==> src/rtl/game_pkg.sv <==
// Shared game-level types and screen constants, used by the menu controller and the colour mapper.
// The clip helpers turn a centre/half-extent pair into a bounded edge coordinate.
package game_pkg;

  typedef enum logic [1:0] {
    TITLE     = 2'd0,
    COUNTDOWN = 2'd1,
    PLAY      = 2'd2,
    GAMEOVER  = 2'd3
  } game_state_t;

  localparam logic [7:0] KEY_START       = 8'h28;
  localparam logic [9:0] H_MAX           = 10'd639;
  localparam logic [9:0] V_MAX           = 10'd479;
  localparam int         BLINK_FRAMES    = 30;
  localparam int         SECOND_FRAMES   = 60;
  localparam int         GAMEOVER_FRAMES = 180;

  // Lower edge: a negative difference means the banner hangs off the screen, so pin it to 0.
  function automatic logic [9:0] clip_lo(input logic [9:0] c, input logic [9:0] h);
    logic signed [10:0] d;
    d = $signed({1'b0, c}) - $signed({1'b0, h});
    return d[10] ? 10'd0 : d[9:0];
  endfunction

  // The sum cannot exceed 2046, so an 11-bit unsigned sum never wraps before the clamp.
  function automatic logic [9:0] clip_hi(input logic [9:0] c, input logic [9:0] h,
                                         input logic [9:0] lim);
    logic [10:0] s;
    s = {1'b0, c} + {1'b0, h};
    return (s > {1'b0, lim}) ? lim : s[9:0];
  endfunction

endpackage

==> src/rtl/box_clip.sv <==
// Combinational banner bounding box: centre and half-extents in, screen-clamped edges out.
module box_clip
  import game_pkg::*;
(
  input  logic [9:0] i_x,
  input  logic [9:0] i_y,
  input  logic [9:0] i_half_w,
  input  logic [9:0] i_half_h,
  output logic [9:0] o_x0,
  output logic [9:0] o_x1,
  output logic [9:0] o_y0,
  output logic [9:0] o_y1
);

  assign o_x0 = clip_lo(i_x, i_half_w);
  assign o_x1 = clip_hi(i_x, i_half_w, H_MAX);
  assign o_y0 = clip_lo(i_y, i_half_h);
  assign o_y1 = clip_hi(i_y, i_half_h, V_MAX);

endmodule

==> src/rtl/start_menu_ctrl.sv <==
// Title / countdown / play / game-over sequencer clocked once per video frame, plus the
// registered clipped bounding box of the start banner for the colour mapper.
module start_menu_ctrl
  import game_pkg::*;
(
  input  logic       frame_clk,
  input  logic       Reset,
  input  logic [7:0] keycode,
  input  logic       game_over,
  input  logic [9:0] StartX,
  input  logic [9:0] StartY,
  input  logic [9:0] StartWidth,
  input  logic [9:0] StartHeight,
  output logic [1:0] game_state,
  output logic       start_visible,
  output logic       game_active,
  output logic       play_start,
  output logic [1:0] countdown,
  output logic [9:0] box_x0,
  output logic [9:0] box_x1,
  output logic [9:0] box_y0,
  output logic [9:0] box_y1
);

  localparam logic [7:0] BLINK_LAST  = 8'(BLINK_FRAMES - 1);
  localparam logic [7:0] SECOND_LAST = 8'(SECOND_FRAMES - 1);
  localparam logic [7:0] GO_LAST     = 8'(GAMEOVER_FRAMES - 1);

  game_state_t r_state, w_state_nxt;
  logic [7:0]  r_cnt, w_cnt_nxt;
  logic [7:0]  r_key_prev;
  logic        r_visible, w_visible_nxt;
  logic        r_active, w_active_nxt;
  logic        r_play_start, w_play_start_nxt;
  logic [1:0]  r_countdown, w_countdown_nxt;
  logic        w_press;
  logic [9:0]  r_box_x0, r_box_x1, r_box_y0, r_box_y1;
  logic [9:0]  w_x0, w_x1, w_y0, w_y1;

  box_clip u_box_clip (
    .i_x      (StartX),
    .i_y      (StartY),
    .i_half_w (StartWidth),
    .i_half_h (StartHeight),
    .o_x0     (w_x0),
    .o_x1     (w_x1),
    .o_y0     (w_y0),
    .o_y1     (w_y1)
  );

  // A held key produces a single press: only the frame where Enter first appears counts.
  assign w_press = (keycode == KEY_START) && (r_key_prev != KEY_START);

  always_comb begin
    w_state_nxt      = r_state;
    w_cnt_nxt        = r_cnt;
    w_visible_nxt    = r_visible;
    w_countdown_nxt  = r_countdown;
    w_play_start_nxt = 1'b0;
    case (r_state)
      TITLE: begin
        if (w_press) begin
          w_state_nxt     = COUNTDOWN;
          w_cnt_nxt       = 8'd0;
          w_countdown_nxt = 2'd3;
          w_visible_nxt   = 1'b1;
        end else if (r_cnt == BLINK_LAST) begin
          w_cnt_nxt     = 8'd0;
          w_visible_nxt = ~r_visible;
        end else begin
          w_cnt_nxt = r_cnt + 8'd1;
        end
      end
      COUNTDOWN: begin
        if (r_cnt == SECOND_LAST) begin
          w_cnt_nxt = 8'd0;
          if (r_countdown == 2'd1) begin
            w_state_nxt      = PLAY;
            w_countdown_nxt  = 2'd0;
            w_play_start_nxt = 1'b1;
            w_visible_nxt    = 1'b0;
          end else begin
            w_countdown_nxt = r_countdown - 2'd1;
          end
        end else begin
          w_cnt_nxt = r_cnt + 8'd1;
        end
      end
      PLAY: begin
        w_visible_nxt = 1'b0;
        if (game_over) begin
          w_state_nxt   = GAMEOVER;
          w_cnt_nxt     = 8'd0;
          w_visible_nxt = 1'b1;
        end
      end
      GAMEOVER: begin
        w_visible_nxt = 1'b1;
        // A press landing on the timeout frame takes the same single exit.
        if (w_press || (r_cnt == GO_LAST)) begin
          w_state_nxt = TITLE;
          w_cnt_nxt   = 8'd0;
        end else begin
          w_cnt_nxt = r_cnt + 8'd1;
        end
      end
      default: begin
        w_state_nxt = TITLE;
        w_cnt_nxt   = 8'd0;
      end
    endcase
    w_active_nxt = (w_state_nxt == PLAY);
  end

  always_ff @(posedge frame_clk or posedge Reset) begin
    if (Reset) begin
      r_state      <= TITLE;
      r_cnt        <= 8'd0;
      r_key_prev   <= 8'd0;
      r_visible    <= 1'b1;
      r_active     <= 1'b0;
      r_play_start <= 1'b0;
      r_countdown  <= 2'd0;
      r_box_x0     <= 10'd0;
      r_box_x1     <= 10'd0;
      r_box_y0     <= 10'd0;
      r_box_y1     <= 10'd0;
    end else begin
      r_state      <= w_state_nxt;
      r_cnt        <= w_cnt_nxt;
      r_key_prev   <= keycode;
      r_visible    <= w_visible_nxt;
      r_active     <= w_active_nxt;
      r_play_start <= w_play_start_nxt;
      r_countdown  <= w_countdown_nxt;
      r_box_x0     <= w_x0;
      r_box_x1     <= w_x1;
      r_box_y0     <= w_y0;
      r_box_y1     <= w_y1;
    end
  end

  assign game_state    = r_state;
  assign start_visible = r_visible;
  assign game_active   = r_active;
  assign play_start    = r_play_start;
  assign countdown     = r_countdown;
  assign box_x0        = r_box_x0;
  assign box_x1        = r_box_x1;
  assign box_y0        = r_box_y0;
  assign box_y1        = r_box_y1;

endmodule

==> config.mk <==
export PLATFORM = sky130hd
export DESIGN_NAME = start_menu_ctrl
export DESIGN_NICKNAME = d
export VERILOG_FILES = /design/src/rtl/game_pkg.sv /design/src/rtl/box_clip.sv /design/src/rtl/start_menu_ctrl.sv
export SDC_FILE = /design/constraint.sdc
export NUM_CORES = 1
export LEC_CHECK = 0
export ABC_AREA = 1
export BUFFER_PORTS_ARGS = -buffer_cell sky130_fd_sc_hd__buf_4
export CAP_MARGIN = 10
export CORE_MARGIN = 5
export CORE_UTILIZATION = 35
export DETAILED_ROUTE_END_ITERATION = 16
export PLACE_DENSITY = 0.59
export SYNTH_ARGS = -nofsm -noshare
export SYNTH_HDL_FRONTEND = slang
export SYNTH_SLANG_ARGS = --single-unit
==> constraint.sdc <==
create_clock -name frame_clk -period 5.5 [get_ports frame_clk]
set_input_delay 0.825 -clock frame_clk [delete_from_list [all_inputs] [get_ports frame_clk]]
set_output_delay 0.825 -clock frame_clk [all_outputs]
set_load 0.005 [all_outputs]
# --- After elaboration in Yosys (flattened, before gate mapping) ---
# Cells that the tools add are included.
op_classes:
  n_addsub: 6
  n_lt_le_gt_ge: 2
  eq_ne: 15
  muxes: 29
  n_bitwise: 1
  n_reduce_logical: 6
ops:
  columns: ["cell", "count"]
  rows:
  - ["$mux W10", 4]
  - ["$mux W8", 5]
  - ["$pmux W8 S4", 1]
  - ["$add A10 B10 Y11", 2]
  - ["$sub A10 B10 Y11", 2]
  - ["$eq A8 B6 Y1 const B", 2]
  - ["$mux W2", 8]
  - ["$gt A11 B10 Y1 const B", 1]
  - ["$gt A11 B9 Y1 const B", 1]
  - ["$add A8 B1 Y8 const B", 1]
  - ["$eq A8 B5 Y1 const B", 1]
  - ["$eq A8 B8 Y1 const B", 1]
  - ["$mux W1", 8]
  - ["$ne A2 B2 Y1 const B", 4]
  - ["$ne A8 B6 Y1 const B", 1]
  - ["$pmux W2 S4", 1]
  - ["$eq A2 B2 Y1 const B", 3]
  - ["$reduce_and A3 Y1", 2]
  - ["$eq A2 B1 Y1 const B", 2]
  - ["$pmux W1 S4", 1]
  - ["$pmux W2 S2", 1]
  - ["$ne A3 B3 Y1 const B", 1]
  - ["$logic_not A2 Y1", 1]
  - ["$reduce_bool A2 Y1", 1]
  - ["4 further kinds", 4]
totals:
  register_bits: 63
  inputBits: 51
  output_inout_bits: 47
  word_cells: 70

# --- Depth between registers and ports, before layout ---
# Gate-level depths: netlist of the first run.
depth:
  ltp_word: 6
  mapped_depth: 15
  depth_no_buf: 14

# --- By module ---
# Synthesis of the first run repeated with hierarchy kept, for this count alone.
hier_totals:
  cells_unflattened: 597
  hier_area_um2: 4599.4
by_module_without_submodules:
  columns: ["mod", "n_inst", "cells_per_inst", "area_per_inst_um2", "seq_area_each_um2"]
  rows:
  - ["box_clip", 1, 408, 2391.0, 0.0]
  - ["start_menu_ctrl", 1, 189, 2208.4, 1577.8]

# --- Worst setup path before layout of the first run ---
# OpenSTA, ideal clock, no wires.
synth_timing:
  path_type: "input -> register"
  from: "in StartX[0]"
  to: "reg r_box_x1[2] (netlist: box_x1[2])"
  setup_ns: 0.135
  arrival_time_ns: 2.176
  required_time_ns: 5.365
  slack_ns: 3.188
  path_stages: 13
  n_path_buf: 0
  cell_sequence: "ha_1 > inv_1 > fa_1 > o21bai_1 > nand2_1 > nand2_1 > nand2_1 > nand2_2 > nand2_1 > nand2_1 > nand2_1 > nand2_2 > nand3_1"
synth_between:
  elab_chain_cells: 3
synth_lines:
  columns: ["item", "line_no", "text"]
  rows:
  - ["start, declared", "start_menu_ctrl.sv:10", "input logic [9:0] StartX,"]
  - ["$add A10 B10 Y11 (*)", "game_pkg.sv:30", "s = {1'b0, c} + {1'b0, h};"]
  - ["$gt A11 B10 Y1", "game_pkg.sv:31", "return (s > {1'b0, lim}) ? lim : s[9:0];"]
  - ["$mux W10 (*)", "game_pkg.sv:31", null]
  - ["via u_box_clip.o_x1[2]", "box_clip.sv:10", "output logic [9:0] o_x1,"]
  - ["end signal, assigned", "start_menu_ctrl.sv:137", "r_box_x1 <= w_x1;"]
  - ["end, declared", "start_menu_ctrl.sv:37", "logic [9:0] r_box_x0, r_box_x1, r_box_y0, r_box_y1;"]
# The timed path passes the listed nets; every way through them passes the cells marked *.
# A chain may end at the register's enable or synchronous reset.

# --- Worst setup path in the final report of the first run ---
layout_timing:
  from: "in StartX[0]"
  to: "reg r_box_x1[5] (netlist: box_x1[5])"
# Same word-level chain as after synthesis.

==> results of run 1 <==
-- tightest hold or removal path, stage by stage, from the launching register on --
cell,delay [ns]
dfstp_2,0.38
nand2_1,0.06
o21ai_0,0.07
-- synth_stat cells (3+ instances only) --
| cell | number |
|---|---|
| nor2_2 | 6 |
| a31oi_1 | 4 |
| ha_1 | 43 |
| nand4_1 | 10 |
| fa_1 | 4 |
| nor3_1 | 13 |
| dfrtp_1 | 62 |
| inv_2 | 13 |
| nand3_2 | 5 |
| inv_1 | 89 |
| buf_4 | 7 |
| a21oi_1 | 15 |
| nand2_1 | 109 |
| xor2_1 | 15 |
| buf_2 | 4 |
| nor2_1 | 56 |
| o21bai_1 | 7 |
| or2_2 | 4 |
| xnor2_1 | 3 |
| nand3b_1 | 7 |
| o21ai_1 | 7 |
| o21ai_0 | 21 |
| nand3_1 | 46 |
| nand2_2 | 5 |
| a21oi_2 | 5 |
-- report_power, final --
group,leakage [nW],internal [mW],switching [mW]
logic,2.06,0.166,0.217
registers,0.749,0.509,0.0152
clock network,0.155,0.405,0.201
total,2.96,1.08,0.434
-- per-stage QoR --
stage	util, %	hold WS [ns]	setup slack, ns	std cells	cell area [µm²]
2_1_floorplan	-	0.4813	3.107	574	4448
3_3_place_gp	42.55	0.4901	2.907	833	5326
4_1_cts	45.05	0.5033	3.178	848	5639
6_report	45.05	0.5050	3.180	848	5639
5_1_grt	45.05	0.5545	2.941	848	5639
3_5_place_dp	42.55	0.4953	2.867	833	5326
-- sequential cells by signal, indices dropped and copies added, names as in the netlist --
register / flops
game_active: 1
box_x1: 10
game_state: 2
r_cnt: 8
box_x0: 10
play_start: 1
box_y0: 10
r_key_prev: 8
countdown: 2
box_y1: 10
start_visible: 1
-- worst paths after layout --
| kind | cells past startpoint | start | slack [ns] | end |
|---|---|---|---|---|
| hold / removal | 2 | start_visible | 0.50 | start_visible |
| hold reg to reg | 2 | start_visible | 0.50 | start_visible |
| max in group asynchronous | 3 | Reset | 4.24 | box_x1[9] |
| min in group asynchronous | 3 | Reset | 0.74 | box_y0[8] |
| setup reg to reg | 9 | r_cnt[1] | 3.90 | r_cnt[7] |
| setup / recovery | 14 | StartX[0] | 3.18 | box_x1[5] |
-- metal layers --
metal  wire length (µm)  track usage (%)  vias up
met4                186            5.668        0
met3                569            2.949       18
met5                  0                0        -
li1                   -                -     2011
met1               4854            18.75     1815
met2               5184            25.49       87
-- cells by family (layout without fill, tap and decap cells) --
kind of cell               count (synthesis)  count (layout)
other                                      1               1
DFF                                       63              63
adders and majority gates                 47              47
and+or+nand+nor                          269             269
xor gates and xnor gates                  18              18
buffers and inverters                    113             215
AOI/OAI and AO/OA                         63              63
-- area by class of cell --
type	instances	share of cell area [%]
multi-input combinational	398	42.82
sequential	63	27.98
timing repair buffer	98	13.05
inverter	102	6.789
clock buffer	11	4.304
tap	172	3.816
clock inverter	4	1.243
-- cell usage in the layout, fill, tap and decap left out, types with 2 or more instances in the layout --
cell,synthesis,routed
nand2_1,109,109
buf_4,7,98
inv_1,89,88
dfrtp_1,62,62
nor2_1,56,56
nand3_1,46,46
ha_1,43,43
o21ai_0,21,21
xor2_1,15,15
a21oi_1,15,15
inv_2,13,14
nor3_1,13,13
nand4_1,10,10
clkbuf_16,0,9
nand3b_1,7,7
o21ai_1,7,7
o21bai_1,7,7
nor2_2,6,6
nand3_2,5,5
a21oi_2,5,5
nand2_2,5,5
a31oi_1,4,4
or2_2,4,4
fa_1,4,4
xnor2_1,3,3
or2_1,2,2
clkinv_2,0,2
bufinv_16,0,2
==> metrics, run 1 <==
status finished, final reports clean; sum of negative setup slack 0 ns; max capacitance violation total 0; DIE HEIGHT between 100 and 150 µm; total wirelength of the detailed-routed design 10,790 µm; sequential element share of the synthesized area 35.47%; slowest cell on the critical path fa_1; DRC Markers 0; clock-pin slew on the worst setup and hold paths around 0.05 ns; GRT Util Overall between 10% and 20%; Worst Setup Path Type in2reg; dominant combinational cell family by area after synthesis simple AND/OR/NAND/NOR gates; footprint of the flip-flops and latches ~1600 µm²; fill cell total of the finished layout about 1,300; Clock Latency Late Sink roughly 0.33 ns; global-route congestion overflow total 0; routed via count divided by cell count approximately 4.6; maximum clock frequency 431.1 MHz; main area contributors after synthesis dfrtp_1, ha_1, nand2_1; kind of cell adding the most delay to the critical path simple AND/OR/NAND/NOR gates; number of search-and-repair iterations in the first detailed-routing pass 4; TritonCTS clock tree built; half-perimeter wire length after placement between 8000 and 9000 µm; standard-cell rows 41; fin crit period around 2.3 ns; vias in the first global route 3,986; Inserted Diodes 0; normalized max-slew margin about 47%; Final Power approximately 1.5 mW; pin count of the biggest net entering global routing between 60 and 70; number of buffers added on ports slightly below 100; Worst Setup End Kind register; slew of the pin with the lowest slew margin approximately 0.79 ns; layout cell share with drive strength beyond 1 a little under a quarter; adder-cell share of the synthesized area between 10 and 15%; post-synthesis register bit count 63; Max Buffers Root-to-Sink 2; xor/xnor share of the synthesized area approximately 3.5%; maximum resistive drop on vdd between 0.1 and 0.15 mV; Setup Viol. Count Final 0; # H-tree levels 3; Async S/R FF share, synth between 90% and 100%; routability-driven placement congestion ratio approximately 0.91; Die Area 15,060 µm²; Synth Area in Simple Gates 28.02%; count of vias placed by the detailed router 3,931; highest fanout seen on the critical path 7; number of distinct library cells after synthesis 38; critical path launch point type input port; cells traversed along the worst timing path buf_4 > ha_1 > inv_1 > fa_1 > o21bai_1 > nand2_1 > nand2_1 > nand2_1 > nand2_2 > nand2_1 > nand2_1 > nand2_1 > nand2_2 > nand3_1; number of nets in the layout 770; Die Wd ~120 µm; Synth Flop Type dfrtp_1; Mapped Nets around 670; Post-Syn Area per Cell between 7 and 8 µm²; HP Class reg2reg; average wire length per cell after detail routing 12.73 µm; post-synthesis cell type with the largest combined area dfrtp_1; number of routed nets with antenna violations 0; global-route wire length before repair around 18,000 µm; cell with the most instances on the worst path nand2_1; mux share of post-synthesis cell area 0%; top-area cell type share of the netlist area between 30% and 40%; signed area change from the synthesized netlist to the final layout 26.78%; RSZ-0062 raised after global routing no; EDFF count, synth 0; clk root buf clkbuf_16; core outline area 12,520 µm²; Clock Skew about 0.0038 ns; leak pwr between 2 and 3 nW; number of resized instances in the post-cts repair step 0; final count of hold timing violations 0; clock net sink count between 60 and 70; compound-cell area share of the yosys netlist under 10%; hold_buf cts 0; Pins Over Slew Limit 0; number of instances in the synthesized netlist roughly 570; number of clock buffers inserted by TritonCTS 9; count of pins on the block boundary 98; number of buffer and inverter instances along the worst setup path 2; starting utilization of the core area 35.54%; footprint of the multi-input gates ~2400 µm²; initial detailed-routing violation count 122; total setup buffers inserted after CTS 0; antenna violations before repair 0; Synthesis Warnings 0; signal arrival time at the worst endpoint approximately 2.5 ns; power per cell area about 270 nW/µm²; Crit path largest cell delay 0.40 ns; required time worst endpoint approximately 5.7 ns; Cell Area, Synth around 4400 µm²; share of the clock period used by the worst path a little over two fifths
Note: power is estimated with default switching activity, not from simulation.
==> inputs of run 2 (changes only) <==
PLACE_DENSITY = 0.61   (was 0.59)
clock period = 2.1 ns   (was 5.5 ns; I/O delays follow)
==> run 2 against run 1 <==
Compared with the run above: die area stayed put; sequential power grew to 2.6 times the previous value; register-to-register slack got worse by 3.4 ns; critical path type unchanged; final cell count rose by 0.83%; first-iteration DRC count grew 39%; clock power increased to 2.6 times the previous value; non-clock buffer count increased by 6; worst setup slack got worse by 2.9 ns; largest cell class unchanged; flip-flop and latch count is the same.
==> metrics, run 2 (synthesis results as in run 1) <==
status finished, final reports clean (unchanged); total wirelength of the detailed-routed design 10,870 µm (was 10,790 µm); number of routed nets with antenna violations 0 (unchanged); average wire length per cell after detail routing 12.71 µm (was 12.73 µm); Max Buffers Root-to-Sink 2 (unchanged); Clock Skew 0.006715 ns (was 0.003839 ns); number of nets in the layout 776 (was 770); total setup buffers inserted after CTS 0 (unchanged); Final Power 4.000 mW (was 1.514 mW); core outline area 12,520 µm² (unchanged); hold_buf cts 0 (unchanged); Die Area 15,060 µm² (unchanged); max capacitance violation total 0 (unchanged); required time worst endpoint 2.29 ns (was 5.69 ns); HP Class in2async (was reg2reg); half-perimeter wire length after placement 8934 µm (was 8655 µm); footprint of the flip-flops and latches 1578 µm² (unchanged); # H-tree levels 3 (unchanged); most frequent standard cell in the layout excluding fill and tap cells nand2_1 (unchanged); layout cell share with drive strength beyond 1 24.16% (was 23.22%); pin count of the biggest net entering global routing 32 (was 64); global-route wire length before repair 18,010 µm (was 17,970 µm); signal arrival time at the worst endpoint 1.98 ns (was 2.51 ns); Setup Viol. Count Final 0 (unchanged); antenna violations before repair 0 (unchanged); number of resized instances in the post-cts repair step 0 (unchanged); count of vias placed by the detailed router 3,978 (was 3,931); DIE HEIGHT 122.7 µm (unchanged); GRT Util Overall 14.95% (was 14.99%); Die Wd 122.7 µm (unchanged); number of clock buffers inserted by TritonCTS 9 (unchanged); highest fanout seen on the critical path 7 (unchanged); number of buffers added on ports 97 (unchanged); leak pwr 3.003 nW (was 2.962 nW); Clock Latency Late Sink 0.32 ns (was 0.33 ns); DRC Markers 0 (unchanged); WHS 0.02429 ns (was 0.5050 ns); power per cell area 701.0 nW/µm² (was 268.4 nW/µm²); Inserted Diodes 0 (unchanged); clock-pin slew on the worst setup and hold paths 0.06 ns (was 0.05 ns); maximum resistive drop on vdd 0.3517 mV (was 0.1456 mV); number of search-and-repair iterations in the first detailed-routing pass 5 (was 4); maximum clock frequency 558.3 MHz; footprint of the multi-input gates 2415 µm² (unchanged); starting utilization of the core area 35.54% (unchanged); count of pins on the block boundary 98 (unchanged); vias in the first global route 3,975 (was 3,986); fill cell total of the finished layout 1,231 (was 1,275); TritonCTS clock tree built (unchanged); critical path launch point type input port (unchanged); setup slack on the worst flop-to-flop path 0.53 ns (was 3.90 ns); Worst Setup Path Type in2reg (unchanged); signed area change from the synthesized netlist to the final layout 28.30% (was 26.78%); global-route congestion overflow total 0 (unchanged); clock net sink count 63 (unchanged); standard-cell rows 41 (unchanged); most frequent cells in the layout nand2_1, buf_4, inv_1 (unchanged); RSZ-0062 raised after global routing no (unchanged); Pins Over Slew Limit 0 (unchanged); Worst Setup End Kind register (unchanged); clk root buf clkbuf_16 (unchanged); routed via count divided by cell count 4.653 (was 4.636); share of the clock period used by the worst path approximately 85%; fin crit period 1.791 ns; final count of hold timing violations 0 (unchanged); routability-driven placement congestion ratio 0.8602 (was 0.9122); initial detailed-routing violation count 170 (was 122)
## run 2: changes by cell type in the layout (fill, tap and decap cells not counted), sizes merged
| cell | previous run | this run |
|---|---|---|
| clkinv | 2 | 4 |
| buf | 98 | 104 |
| clkbuf | 11 | 10 |
## run 2: critical path, cell delays in order
cell,delay [ns]
buf_4,0.09
ha_1,0.20
inv_1,0.07
fa_1,0.40
o21bai_1,0.16
nand2_1,0.08
nand2_1,0.08
nand2_1,0.09
nand2_2,0.10
nand2_1,0.06
nand2_1,0.07
nand2_1,0.06
nand2_2,0.13
nand3_1,0.09
## run 2: final timing paths
kind | from | depth (start not counted) | endpoint
setup / recovery | StartX[0] | 14 | box_x1[4]
hold / removal | Reset | 2 | countdown[1]
setup reg to reg | r_cnt[1] | 9 | r_cnt[7]
hold reg to reg | start_visible | 2 | start_visible
max in group asynchronous | Reset | 3 | start_visible
min in group frame_clk | keycode[4] | 1 | r_key_prev[4]
## run 2: layer usage
metal | track usage [%] | vias to the layer above | routed length (µm)
met5 | 0 | - | 0
met4 | 3.639 | 0 | 95
met3 | 3.502 | 11 | 602
met2 | 25.52 | 112 | 5209
met1 | 19.11 | 1830 | 4963
li1 | - | 2025 | -
## run 2: cell type report
type                            instances  share of cell area (%)
Sequential cell                        63                   27.65
Tap cell                              172                   3.771
Clock inverter                          6                   1.469
Timing Repair Buffer                  104                   13.90
Multi-Input combinational cell        398                   42.32
Inverter                              102                   6.709
Clock buffer                           10                   4.188
## run 2: power breakdown
| group | switching [mW] | internal, mW |
|---|---|---|
| sequential | 0.0435 | 1.33 |
| clock | 0.534 | 1.07 |
| combinational | 0.574 | 0.449 |
| total | 1.15 | 2.85 |
## run 2: metrics by stage
step	worst slack (ns)	utilization [%]	cell area, µm²	std cells	TNS [ns]
3_5_place_dp	-0.01565	43.01	5384	839	-0.04084
5_1_grt	0.1191	45.59	5707	855	0
6_report	0.3088	45.59	5707	855	0
4_1_cts	0.3176	45.59	5707	855	0
3_3_place_gp	0.04453	43.01	5384	839	0
2_1_floorplan	0.2169	-	4448	574	0
==> inputs of run 3 (changes only) <==
CELL_PAD_IN_SITES_DETAIL_PLACEMENT = 0   (was not set)
CELL_PAD_IN_SITES_GLOBAL_PLACEMENT = 1   (was not set)
PLACE_DENSITY = 0.78   (was 0.61)
==> run 3 against run 2 <==
Compared with the run above: clock skew barely moved; flip-flop and latch count unchanged; worst setup slack better by 0.027 ns; sequential share of layout area increased by 0.073 points; sequential power about the same; critical path depth unchanged.
==> metrics, run 3 (synthesis results as in run 1) <==
status finished, final reports clean (unchanged); Clock Latency Late Sink 0.31 ns (was 0.32 ns); clock power share 37.2% (was 40.0%); clk root buf clkbuf_16 (unchanged); post-route standard cell area excluding fillers 5692 µm² (was 5707 µm²); DIE HEIGHT 122.7 µm (unchanged); Pins Over Slew Limit 0 (unchanged); total setup buffers inserted after CTS 0 (unchanged); number of routed nets with antenna violations 0 (unchanged); Die Wd 122.7 µm (unchanged); number of buffers added on ports 97 (unchanged); cell with the most instances on the worst path nand2_1 (unchanged); routed via count divided by cell count 4.637 (was 4.653); number of buffer and inverter instances along the worst setup path 2 (unchanged); slowest cell on the critical path fa_1 (unchanged); share of power burned in registers 35.8% (was 34.4%); routability-driven placement congestion ratio 0.9026 (was 0.8602); max capacitance violation total 0 (unchanged); critical path launch point type input port (unchanged); clock net sink count 63 (unchanged); Die Area 15,060 µm² (unchanged); footprint of the multi-input gates 2415 µm² (unchanged); Internal Dissipation 2.702 mW (was 2.849 mW); RSZ-0062 raised after global routing no (unchanged); utilization of the core after routing 45.47% (was 45.59%); worst slack at placement 0.01460 ns (was -0.01565 ns); number of nets in the layout 778 (was 776); core outline area 12,520 µm² (unchanged); clock-pin slew on the worst setup and hold paths 0.05 ns (was 0.06 ns); GRT Util Overall 14.92% (was 14.95%); number of cells traversed by the worst register-to-register path 9 (unchanged); Crit path largest cell delay 0.39 ns (was 0.40 ns); start point of the worst hold path keycode[0]; Final Power 3.844 mW (was 4.000 mW); Worst Setup End Kind register (unchanged); most frequent cells in the layout nand2_1, buf_4, inv_1 (unchanged); Worst Setup Path Type in2reg (unchanged); maximum resistive drop on vdd 0.3614 mV (was 0.3517 mV); TritonCTS clock tree built (unchanged); cells traversed along the worst timing path buf_4 > ha_1 > inv_1 > fa_1 > o21bai_1 > nand2_1 > nand2_1 > nand2_1 > nand2_2 > nand2_1 > nand2_1 > nand2_1 > nand2_2 > nand3_1 (unchanged); Crit Reg-Reg Endpoint r_cnt[7] (unchanged); kind of cell adding the most delay to the critical path simple AND/OR/NAND/NOR gates (unchanged); average wire length per cell after detail routing 12.97 µm (was 12.71 µm); count of pins on the block boundary 98 (unchanged); Max Buffers Root-to-Sink 2 (unchanged); total wirelength of the detailed-routed design 11,110 µm (was 10,870 µm); worst r2r src r_cnt[1] (unchanged); number of cells on the worst hold path 1; Setup Viol. Count Final 0 (unchanged); pin count of the biggest net entering global routing 53 (was 32); fill cell total of the finished layout 1,283 (was 1,231); maximum clock frequency 567.0 MHz (was 558.3 MHz); signed area change from the synthesized netlist to the final layout 27.96% (was 28.30%); DRC Markers 0 (unchanged); HP Class in2reg (was in2async); signal arrival time at the worst endpoint 1.94 ns (was 1.98 ns); vias in the first global route 4,016 (was 3,975); fin crit period 1.764 ns (was 1.791 ns); layout cell share with drive strength beyond 1 24.09% (was 24.16%); starting utilization of the core area 35.54% (unchanged); # H-tree levels 3 (unchanged); leak pwr 2.992 nW (was 3.003 nW); Net Sw Power 1.142 mW (was 1.151 mW); Hold Path Sink r_key_prev[0]; Clock Skew 0.007125 ns (was 0.006715 ns); global-route wire length before repair 18,220 µm (was 18,010 µm); least setup slack across all paths after layout 0.3363 ns (was 0.3088 ns); most frequent standard cell in the layout excluding fill and tap cells nand2_1 (unchanged); power per cell area 675.3 nW/µm² (was 701.0 nW/µm²); footprint of the flip-flops and latches 1578 µm² (unchanged); final count of hold timing violations 0 (unchanged); global-route congestion overflow total 0 (unchanged); highest fanout seen on the critical path 7 (unchanged); setup slack on the worst flop-to-flop path 0.54 ns (was 0.53 ns); sum of negative setup slack 0 ns (unchanged); share of the clock period used by the worst path 83.99% (was 85.30%); Switching Share 29.70% (was 28.77%); half-perimeter wire length after placement 9256 µm (was 8934 µm); post-place instance area 5391 µm² (was 5384 µm²); initial detailed-routing violation count 247 (was 170); standard-cell rows 41 (unchanged); number of search-and-repair iterations in the first detailed-routing pass 4 (was 5); number of clock buffers inserted by TritonCTS 9 (unchanged); share of total power in combinational logic 26.9% (was 25.6%); antenna violations before repair 0 (unchanged); required time worst endpoint 2.28 ns (was 2.29 ns); Inserted Diodes 0 (unchanged); count of vias placed by the detailed router 3,974 (was 3,978)
run 3: changes by cell type in the layout (fill, tap and decap cells not counted), sizes merged:
| cell | change |
|---|---|
| bufinv | -1 |
| clkinvlp | +1 |
| dlygate4sd3 | +1 |
| buf | +1 |
run 3: what timing repair did:
item,in CTS,in global routing
resized for setup,0,0
hold buffers,1,0
endpoints found under the hold margin,10,0
run 3: layout make-up:
cell class,count,share of cell area (%)
Clock inverter,6,1.077
Tap cell,172,3.781
Timing Repair Buffer,106,14.24
Inverter,102,6.727
Sequential cell,63,27.72
Multi-Input combinational cell,398,42.43
Clock buffer,10,4.023
run 3: metrics by stage:
stage	hold slack, ns	cells
floorplan	0.3464	574
global placement	0.2760	840
detailed placement	0.2819	840
CTS	0.1082	857
global route	0.1125	857
finish	0.1191	857
run 3: power by group through the flow:
stage	logic, mW	registers [mW]	clock network [mW]
6_report	1.04	1.38	1.43
5_1_grt	1.17	1.39	1.52
4_1_cts	1.05	1.38	1.47
3_5_place_dp	1.04	1.40	0
3_3_place_gp	1.04	1.40	0
2_1_floorplan	0.591	1.40	0
run 3: worst max path at each step:
stage | startpoint | depth (start not counted) | to | slack [ns]
global route | StartX[0] | 14 | box_x1[0] | 0.14
floorplan | Reset | 1 | box_x0[0] | 0.22
detailed placement | StartX[0] | 12 | box_x0[8] | 0.01
CTS | StartX[0] | 12 | box_x0[8] | 0.35
global placement | StartWidth[1] | 13 | box_x1[3] | 0.05
finish | StartX[0] | 14 | box_x1[2] | 0.34
run 3: metal layers:
metal | wire [µm] | global-route usage (%) | part of all wire, % | up-vias
li1 | - | - | - | 2031
met1 | 4936 | 18.44 | 44 | 1827
met2 | 5462 | 26.72 | 49 | 100
met3 | 524 | 2.028 | 4.7 | 16
met4 | 191 | 4.829 | 1.7 | 0
met5 | 0 | 0 | 0 | -
